===== config.mk =====
export PLATFORM = sky130hd
export DESIGN_NAME = axis_sniffer_capture_ctrl
export DESIGN_NICKNAME = d
export VERILOG_FILES = /design/src/rtl/axis_sniffer_capture_ctrl.sv
export SDC_FILE = /design/constraint.sdc
export NUM_CORES = 1
export LEC_CHECK = 0
export BUFFER_PORTS_ARGS = -buffer_cell sky130_fd_sc_hd__buf_4
export CAP_MARGIN = 20
export CORE_MARGIN = 5
export CORE_UTILIZATION = 45
export CTS_BUF_LIST = sky130_fd_sc_hd__clkbuf_16
export DETAILED_ROUTE_END_ITERATION = 12
export PLACE_DENSITY = 0.71
export SLEW_MARGIN = 20
export SYNTH_ARGS = -nofsm -noshare
export SYNTH_HDL_FRONTEND = slang
export SYNTH_SLANG_ARGS = --single-unit

===== constraint.sdc =====
create_clock -name aclk -period 4.4 [get_ports aclk]
set_input_delay 0.22 -clock aclk [delete_from_list [all_inputs] [get_ports aclk]]
set_output_delay 0.22 -clock aclk [all_outputs]
set_load 0.01 [all_outputs]

===== src/rtl/axis_sniffer_capture_ctrl.sv =====
// Capture sequencer for the AXI-Stream sniffer tap: decimates the sniffed stream into a BRAM write port.
// Define AXIS_SNIFFER_CAPTURE_TRIGGER_EN to add the ARMED state and the signed rising-crossing level trigger.
module axis_sniffer_capture_ctrl #(
  parameter int DATA_WIDTH  = 32,
  parameter int ADDR_WIDTH  = 10,
  parameter int DECIM_WIDTH = 16
) (
  input  logic                   aclk,
  input  logic                   aresetn,
  input  logic [DATA_WIDTH-1:0]  t_data,
  input  logic                   t_beat,
  input  logic                   cfg_start,
  input  logic                   cfg_abort,
  input  logic [ADDR_WIDTH-1:0]  cfg_length,
  input  logic [DECIM_WIDTH-1:0] cfg_decim,
  input  logic [DATA_WIDTH-1:0]  cfg_threshold,
  output logic [ADDR_WIDTH-1:0]  bram_addr,
  output logic [DATA_WIDTH-1:0]  bram_wdata,
  output logic                   bram_we,
  output logic                   busy,
  output logic                   done
);

`ifdef AXIS_SNIFFER_CAPTURE_TRIGGER_EN
  typedef enum logic [1:0] {IDLE, ARMED, CAPTURE, DONE} state_t;
`else
  typedef enum logic [1:0] {IDLE, CAPTURE, DONE} state_t;
`endif

  state_t                 state;
  logic [ADDR_WIDTH-1:0]  len_q;
  logic [ADDR_WIDTH-1:0]  idx;
  logic [DECIM_WIDTH-1:0] decim_q;
  logic [DECIM_WIDTH-1:0] dcnt;
  logic                   accept;

`ifdef AXIS_SNIFFER_CAPTURE_TRIGGER_EN
  logic signed [DATA_WIDTH-1:0] thr_q;
  logic signed [DATA_WIDTH-1:0] prev_q;
  logic                         trig;

  // The triggering beat itself becomes sample 0, so it counts as accepted.
  assign trig   = t_beat && ($signed(t_data) >= thr_q) && (prev_q < thr_q);
  assign accept = (state == CAPTURE && t_beat && dcnt == '0) || (state == ARMED && trig);
`else
  logic unused_thr;
  assign unused_thr = ^cfg_threshold;
  assign accept     = (state == CAPTURE) && t_beat && (dcnt == '0);
`endif

  always_ff @(posedge aclk or negedge aresetn) begin
    if (!aresetn) begin
      state      <= IDLE;
      len_q      <= '0;
      idx        <= '0;
      decim_q    <= '0;
      dcnt       <= '0;
      bram_addr  <= '0;
      bram_wdata <= '0;
      bram_we    <= 1'b0;
      busy       <= 1'b0;
      done       <= 1'b0;
`ifdef AXIS_SNIFFER_CAPTURE_TRIGGER_EN
      thr_q      <= '0;
      prev_q     <= '0;
`endif
    end else begin
      bram_we <= 1'b0;
      if (cfg_abort) begin
        state <= IDLE;
        busy  <= 1'b0;
        done  <= 1'b0;
      end else begin
        case (state)
          IDLE, DONE: begin
            if (cfg_start) begin
              len_q   <= cfg_length;
              decim_q <= cfg_decim;
              idx     <= '0;
              dcnt    <= '0;
              done    <= 1'b0;
              busy    <= 1'b1;
`ifdef AXIS_SNIFFER_CAPTURE_TRIGGER_EN
              thr_q   <= cfg_threshold;
              prev_q  <= {1'b1, {(DATA_WIDTH-1){1'b0}}};
              state   <= ARMED;
`else
              state   <= CAPTURE;
`endif
            end
          end
`ifdef AXIS_SNIFFER_CAPTURE_TRIGGER_EN
          ARMED: begin
            if (t_beat) prev_q <= t_data;
            if (trig)   state  <= CAPTURE;
          end
`endif
          CAPTURE: begin
            if (t_beat && dcnt != '0) dcnt <= dcnt - 1'b1;
          end
          default: ;
        endcase

        // Accepted samples override the state update above when they finish the block.
        if (accept) begin
          bram_we    <= 1'b1;
          bram_wdata <= t_data;
          bram_addr  <= idx;
          dcnt       <= decim_q;
          if (idx == len_q) begin
            state <= DONE;
            done  <= 1'b1;
            busy  <= 1'b0;
          end else begin
            idx <= idx + 1'b1;
          end
        end
      end
    end
  end

endmodule

==> metrics.log, run 1 <==
[metrics] result of the run: complete, no violations
[metrics] number of gates resized after cts: 0
[metrics] largest buffer count on any clock path: 2
[metrics] endpoint required time on the critical path: 4.63 ns
[metrics] Mapped Area: 0.00458 sq mm
[metrics] gate count of the mapped netlist: 361
[metrics] final slew viol count: 0
[metrics] overall routing resource usage: 17.0%
[metrics] post-CTS clock slew at the launch and capture registers of the worst setup and hold paths: 0.07 ns
[metrics] worst flop-to-flop path startpoint: dcnt[7]
[metrics] peak ir drop on the vdd network: 0.303 mV
[metrics] overall die width: 111 microns
[metrics] final routed DRC violation total: 0
[metrics] num ports: 140
[metrics] critical hold path startpoint: cfg_length[2]
[metrics] arrival time of data at the critical path endpoint: 3.35 ns
[metrics] net count of the mapped netlist: about 460
[metrics] DRT antenna net count: 0
[metrics] standard-cell row count: 36
[metrics] worst slew slack as a fraction of its limit: 31.5%
[metrics] Via density: ~5.4
[metrics] number of synthesized flops with an enable pin: 0
[metrics] Crit. End Element: flop
[metrics] critical setup path kind: reg -> reg
[metrics] Inserted Clock Buffers: 9
[metrics] CTS hold repair buffers: 1
[metrics] count of endpoints failing hold in the final timing report: 0
[metrics] Final min period: 3.13 ns
[metrics] register area: roughly 0.0025 sq mm
[metrics] H-tree levels: 3
[metrics] Pleak: 2.79 nW
[metrics] share of cells above drive strength 1: 43.8%
[metrics] CP max FO: 22
[metrics] maximum clock rate: 320 MHz
[metrics] Period Utilization, post-route: 71.1%
[metrics] transition time at the pin with the least slew margin: 1.03 ns
[metrics] standard cell with the maximum stage delay on the critical path: sky130_fd_sc_hd__or4_4
[metrics] total half-perimeter wirelength after legalization and detailed placement: 7120 microns
[metrics] critical path's largest stage delay: between 0.5 and 0.6 ns
[metrics] unrepaired setup endpoints after global routing: no
[metrics] mean instance size in the synthesized netlist: 12.7 sq um
[metrics] via count of the first global-routing pass: about 3400
[metrics] Synth area leaders: sky130_fd_sc_hd__dfrtp_1, sky130_fd_sc_hd__mux2_2, sky130_fd_sc_hd__mux2_4
[metrics] post-route clock skew: ~0.0051 ns
[metrics] power density over cell area: 526 mW/mm^2
[metrics] worst setup path startpoint: dcnt[7]
[metrics] vias after detailed routing: 3251
[metrics] final weighted congestion in routability-driven placement: 0.799
[metrics] drt first pass iters: 4
[metrics] Routed wire per std cell: 16.7 microns
[metrics] Max Cap Viol: 0
[metrics] share of the synthesized area in the top cell type: between 50% and 60%
[metrics] Filler Cells Inserted: 820
[metrics] CTS Root Buffer Type: sky130_fd_sc_hd__clkbuf_16
[metrics] core area: between 0.009 and 0.01 sq mm
[metrics] FF-to-FF setup slack: about 1.3 ns
[metrics] CP Launch Type: flop
[metrics] Hold Path Class: in -> reg
[metrics] # Post-CTS Setup Buffers: 0
[metrics] Synth-to-Final Area Change: 27.1%
[metrics] overall power consumption: 3.06 mW
[metrics] post-synthesis cell type count: 54
[metrics] initial antenna violation count: 0
[metrics] die height: ~110 microns
[metrics] setup violation total in the final timing report: 0
[metrics] post-route worst hold slack: approximately 0.10 ns
[metrics] IO buf count: between 100 and 150
[metrics] share of async-settable or async-resettable flops after synthesis: 100%
[metrics] wire length after detailed routing: slightly above 10000 microns
[metrics] diode count: 0
[metrics] Most used DFF post-synth: sky130_fd_sc_hd__dfrtp_1
[metrics] clock sink count: between 90 and 100
[metrics] flip-flop and latch count after synthesis: 99
[metrics] number of DRC markers in iteration 0: 147
[metrics] GRT overflow: 0
[metrics] post-synth top area cell: sky130_fd_sc_hd__dfrtp_1
[metrics] final setup TNS: 0 ns
[metrics] pin count of the biggest net entering global routing: 57
[metrics] Seq/Total Area, Yosys: 54.1%
[metrics] clock latency reported for the late side of the worst-skew pair: about 0.34 ns
[metrics] area taken by multi-input logic gates: 0.00195 sq mm
[metrics] clock tree from TritonCTS: built
[metrics] first-pass GRT wire length: 17000 microns
[metrics] total number of yosys warnings: 0
[metrics] Initial Utilization: 46.4%
[metrics] CP Cell Sequence: or4_4, or3_1, or4_1, buf_4, clkinv_2, buf_12, mux2_2
[metrics] DIE AREA: 0.0123 sq mm
[metrics] Final Net Count: 565
-- metrics by stage --
step | util (%) | setup slack, ns | instance area, sq um | instances
finish | 59.0 | 1.27 | 5820 | 606
floorplan | - | 1.73 | 4580 | 361
CTS | 59.0 | 1.28 | 5820 | 606
global placement | 55.5 | 1.32 | 5470 | 589
detailed placement | 55.5 | 1.30 | 5470 | 589
global route | 59.0 | 1.19 | 5820 | 606
-- registers in the layout, indices dropped and copies added, names as in the netlist --
register and flops:
idx 10, decim_q 16, bram_addr 10, bram_we 1
dcnt 16, state 2, bram_wdata 32, done 1
busy 1, len_q 10
-- kinds of logic after synthesis --
group / share of synthesized area [%]
flip-flops: 54.1
XOR/XNOR: 2.30
multiplexers: 19.9
adder cells (fa/ha/maj): 0.547
AND/OR/NAND/NOR: 10.3
buffers and inverters: 3.28
AO/OA/AOI/OAI: 9.52
-- path summary, 6_finish.rpt --
check | cells after the start | end
min in group asynchronous | 2 | decim_q[13]
setup reg to reg | 7 | bram_wdata[24]
hold / removal | 2 | len_q[2]
hold reg to reg | 2 | dcnt[4]
max in group asynchronous | 3 | bram_wdata[16]
setup / recovery | 7 | bram_wdata[24]
-- cells in the mapped netlist (5+ instances only) --
library cell / instances
sky130_fd_sc_hd__mux2i_1: 7
sky130_fd_sc_hd__xor2_1: 9
sky130_fd_sc_hd__a211oi_1: 5
sky130_fd_sc_hd__dfrtp_1: 99
sky130_fd_sc_hd__nor2_1: 16
sky130_fd_sc_hd__a21o_1: 7
sky130_fd_sc_hd__a21oi_1: 5
sky130_fd_sc_hd__clkbuf_1: 11
sky130_fd_sc_hd__nor3_1: 8
sky130_fd_sc_hd__o21ai_0: 20
sky130_fd_sc_hd__mux2_4: 20
sky130_fd_sc_hd__nand2_1: 18
sky130_fd_sc_hd__mux2_2: 48
sky130_fd_sc_hd__o2bb2ai_1: 8
-- critical path: cells and delay by family (launching register included) --
family	cells	cell delay, ns
buffers and inverters	3	0.79
DFF	1	0.46
muxes	1	0.36
and+or+nand+nor	3	1.39
-- layout by cell type, fill, tap and decap left out, types with 3 or more instances in the layout --
cell type and count:
sky130_fd_sc_hd__buf_4 112, sky130_fd_sc_hd__dfrtp_1 99, sky130_fd_sc_hd__mux2_2 48, sky130_fd_sc_hd__o21ai_0 20, sky130_fd_sc_hd__mux2_4 20, sky130_fd_sc_hd__nand2_1 18
sky130_fd_sc_hd__nor2_1 16, sky130_fd_sc_hd__xor2_1 9, sky130_fd_sc_hd__clkbuf_16 9, sky130_fd_sc_hd__nor3_1 8, sky130_fd_sc_hd__o2bb2ai_1 8, sky130_fd_sc_hd__mux2i_1 7
sky130_fd_sc_hd__a21o_1 7, sky130_fd_sc_hd__inv_1 5, sky130_fd_sc_hd__a21oi_1 5, sky130_fd_sc_hd__a211oi_1 5, sky130_fd_sc_hd__nor4_1 4, sky130_fd_sc_hd__nand2b_1 4
sky130_fd_sc_hd__or2_2 4, sky130_fd_sc_hd__or3_1 4, sky130_fd_sc_hd__or4_1 4, sky130_fd_sc_hd__nor2b_1 4, sky130_fd_sc_hd__xnor2_1 3, sky130_fd_sc_hd__clkinv_2 3
sky130_fd_sc_hd__and3_1 3, sky130_fd_sc_hd__nand3_1 3, sky130_fd_sc_hd__bufinv_16 3
-- metal layers --
metal / GRT usage (%) / vias up / wire [microns] / share of wire, %
li1: - / 1524 / - / -
met1: 21.6 / 1627 / 4330 / 43
met5: 0 / - / 0 / 0
met4: 4.02 / 0 / 65 / 0.64
met2: 28.0 / 94 / 5140 / 51
met3: 5.79 / 6 / 597 / 5.9
-- power breakdown --
part	internal [mW]	switching [mW]	total [mW]
clock	0.550	0.334	0.884
combinational	0.513	0.379	0.892
sequential	1.13	0.148	1.28
total	2.20	0.861	3.06
-- final cells by class --
type,count,share of cell area (%)
clock buffer,9,3.87
clock inverter,7,1.85
inverter,5,0.344
multi-input combinational,239,33.5
sequential,99,42.6
tap,133,2.86
timing repair buffer,114,15.0
Note: power is estimated with default switching activity, not from simulation.
==> run 2: changes to the inputs <==
- PLACE_DENSITY: 0.71 -> 0.74
- clock period: 4.4 -> 2.63 ns (I/O delays scaled with it)
==> run 2 against run 1 <==
  * Die area unchanged
  * Hold slack got worse by 0.090 ns
  * Non-clock buffer count increased by 16
  * Total power is 61% higher
  * Global-route usage down 0.35 points
  * Count of clock-buffer cells in the layout stayed put
  * Cell area increased by 1.4%
==> metrics.log, run 2 (synthesis gave the netlist of run 1 again) <==
[metrics] critical hold path startpoint: t_data[18]
[metrics] pin count of the biggest net entering global routing: 52
[metrics] RR Endpoint: bram_wdata[29]
[metrics] flip-flop count of the largest register, all copies and words added: 32
[metrics] initial antenna violation count: 0
[metrics] final setup TNS: 0 ns
[metrics] vias after detailed routing: 3227
[metrics] Reg with most FFs: bram_wdata
[metrics] core area: 0.00986 sq mm
[metrics] first-pass GRT wire length: approximately 17000 microns
[metrics] critical setup path kind: reg -> reg
[metrics] setup violation total in the final timing report: 0
[metrics] final weighted congestion in routability-driven placement: between 0.8 and 0.9
[metrics] number of DRC markers in iteration 0: approximately 130
[metrics] clock latency reported for the late side of the worst-skew pair: 0.34 ns
[metrics] Period Utilization, post-route: between 90% and 100%
[metrics] drt first pass iters: 6
[metrics] CTS Root Buffer Type: sky130_fd_sc_hd__clkbuf_16
[metrics] NetSw: 1.45 mW
[metrics] Filler Cells Inserted: approximately 800
[metrics] post-CTS clock slew at the launch and capture registers of the worst setup and hold paths: 0.07 ns
[metrics] share of power burned in the clock network: between 20% and 30%
[metrics] arrival time of data at the critical path endpoint: 2.74 ns
[metrics] Inserted Clock Buffers: 9
[metrics] Hold Path Class: in -> reg
[metrics] clock tree from TritonCTS: built
[metrics] unrepaired setup endpoints after global routing: no
[metrics] final slew viol count: 0
[metrics] GRT overflow: 0
[metrics] most common cell after layout, fill and taps aside: sky130_fd_sc_hd__buf_4
[metrics] part of the power in registers: between 40 and 50%
[metrics] Synth-to-Final Area Change: 28.9%
[metrics] via count of the first global-routing pass: 3295
[metrics] critical path's largest stage delay: between 0.5 and 0.6 ns
[metrics] CP Cell Sequence: or4b_4, nand3b_1, or4_4, clkinv_2, buf_12, mux2_2
[metrics] Via density: 5.20
[metrics] num ports: 140
[metrics] Initial Utilization: a little under half
[metrics] internal power component: 3.46 mW
[metrics] standard cell with the maximum stage delay on the critical path: sky130_fd_sc_hd__or4_4
[metrics] Routed wire per std cell: ~16 microns
[metrics] largest buffer count on any clock path: 2
[metrics] Max Cap Viol: 0
[metrics] final routed DRC violation total: 0
[metrics] peak ir drop on the vdd network: about 0.52 mV
[metrics] post-route clock skew: about 0.012 ns
[metrics] fin cells: 621
[metrics] overall die width: 111 microns
[metrics] cell depth of the worst hold path: 2
[metrics] worst-case hold path end point: bram_wdata[18]
[metrics] clock sink count: 99
[metrics] FF-to-FF setup slack: between 0.1 and 0.15 ns
[metrics] DIE AREA: 0.0123 sq mm
[metrics] DRT antenna net count: 0
[metrics] Crit. End Element: flop
[metrics] count of endpoints failing hold in the final timing report: 0
[metrics] transition time at the pin with the least slew margin: 0.659 ns
[metrics] diode count: 0
[metrics] switching portion of total power: 29.6%
[metrics] proportion of power drawn by combinational gates: between 30 and 40%
[metrics] registers with the most flip-flops: bram_wdata x32, dcnt x16, decim_q x16
[metrics] commonest non-fill, non-tap cells in the layout: sky130_fd_sc_hd__buf_4, sky130_fd_sc_hd__dfrtp_1, sky130_fd_sc_hd__mux2_2
[metrics] die height: about 110 microns
[metrics] worst slew slack as a fraction of its limit: 56.1%
[metrics] worst flop-to-flop path startpoint: dcnt[15]
[metrics] wire length after detailed routing: 10000 microns
[metrics] Final Net Count: 581
[metrics] total half-perimeter wirelength after legalization and detailed placement: 7200 microns
[metrics] result of the run: complete, no violations
[metrics] CP max FO: 25
[metrics] share of cells above drive strength 1: 45.7%
[metrics] maximum clock rate: just under 400 MHz
[metrics] endpoint required time on the critical path: roughly 2.9 ns
[metrics] CP Launch Type: flop
[metrics] standard-cell row count: 36
[metrics] r2r worst-path depth: 6
[metrics] H-tree levels: 3
[metrics] overall routing resource usage: 16.6%
[metrics] IO buf count: 107
[metrics] Pleak: 2.85 nW
[metrics] Final min period: ~2.5 ns
[metrics] power density over cell area: 834 mW/mm^2
[metrics] Placed Instances: between 600 and 700
-- run 2: cell count changes in the layout (fill, tap and decap cells not counted), moves of 2 or more --
cell | before | now
sky130_fd_sc_hd__buf_12 | 1 | 3
sky130_fd_sc_hd__clkinv_2 | 3 | 1
sky130_fd_sc_hd__buf_4 | 112 | 126
sky130_fd_sc_hd__bufinv_16 | 3 | 0
sky130_fd_sc_hd__inv_1 | 5 | 7
-- run 2: per-stage QoR --
stage	hold WS (ns)	instance area (sq um)	power, mW	setup WS (ns)	utilization, %
floorplan	-0.164	4580	3.01	0.00452	-
global placement	0.205	5610	3.70	0.0766	56.8
detailed placement	0.208	5610	3.75	0.0348	56.8
CTS	0.00621	5880	4.96	0.00953	59.6
global route	0.00249	5900	5.20	0.00547	59.8
finish	0.0149	5900	4.92	0.108	59.8
-- run 2: layer usage --
metal	up-vias	global-route usage (%)	share of wire, %	wire, microns
met1	1549	21.9	43	4280
met2	103	26.7	49	4900
met3	16	5.40	6.2	623
met5	-	0	0	0
li1	1559	-	-	-
met4	0	3.94	2.0	201
-- run 2: power groups by stage --
stage          Combinational, mW  Clock, mW  Sequential [mW]
6_report                    1.59       1.19             2.14
5_1_grt                     1.73       1.28             2.19
4_1_cts                     1.60       1.22             2.14
3_5_place_dp                1.60          0             2.16
3_3_place_gp                1.55          0             2.14
2_1_floorplan              0.777          0             2.24
-- run 2: layout make-up --
| cell class | count | area, sq um | share of cell area [%] |
|---|---|---|---|
| sequential | 99 | 2480 | 42.0 |
| multi-input combinational | 239 | 1960 | 33.2 |
| timing repair buffer | 130 | 1020 | 17.2 |
| clock buffer | 9 | 225 | 3.82 |
| tap | 133 | 166 | 2.82 |
| clock inverter | 6 | 36.3 | 0.615 |
| inverter | 5 | 20.0 | 0.339 |
-- run 2: what timing repair did --
action | CTS | global route
hold buffers | 1 | 0
endpoints found under the setup margin | 0 | 30
resized for setup | 0 | 1
buffers inserted | 0 | 2
hold endpoints to repair | 50 | 0
-- run 2: critical path, delay by kind of cell (launching register included) --
family,cells,cell delay (ns)
mux,1,0.36
flops,1,0.40
buf+inv,2,0.30
simple gates,3,1.33
-- run 2: worst max-delay path by stage --
stage                     end      from  depth (start not counted)
2_1_floorplan  bram_wdata[10]   dcnt[7]                          8
3_3_place_gp    bram_wdata[4]  dcnt[15]                          6
3_5_place_dp    bram_wdata[4]  dcnt[15]                          6
4_1_cts         bram_wdata[4]  dcnt[15]                          6
5_1_grt        bram_wdata[29]   dcnt[7]                          6
6_report       bram_wdata[29]  dcnt[15]                          6
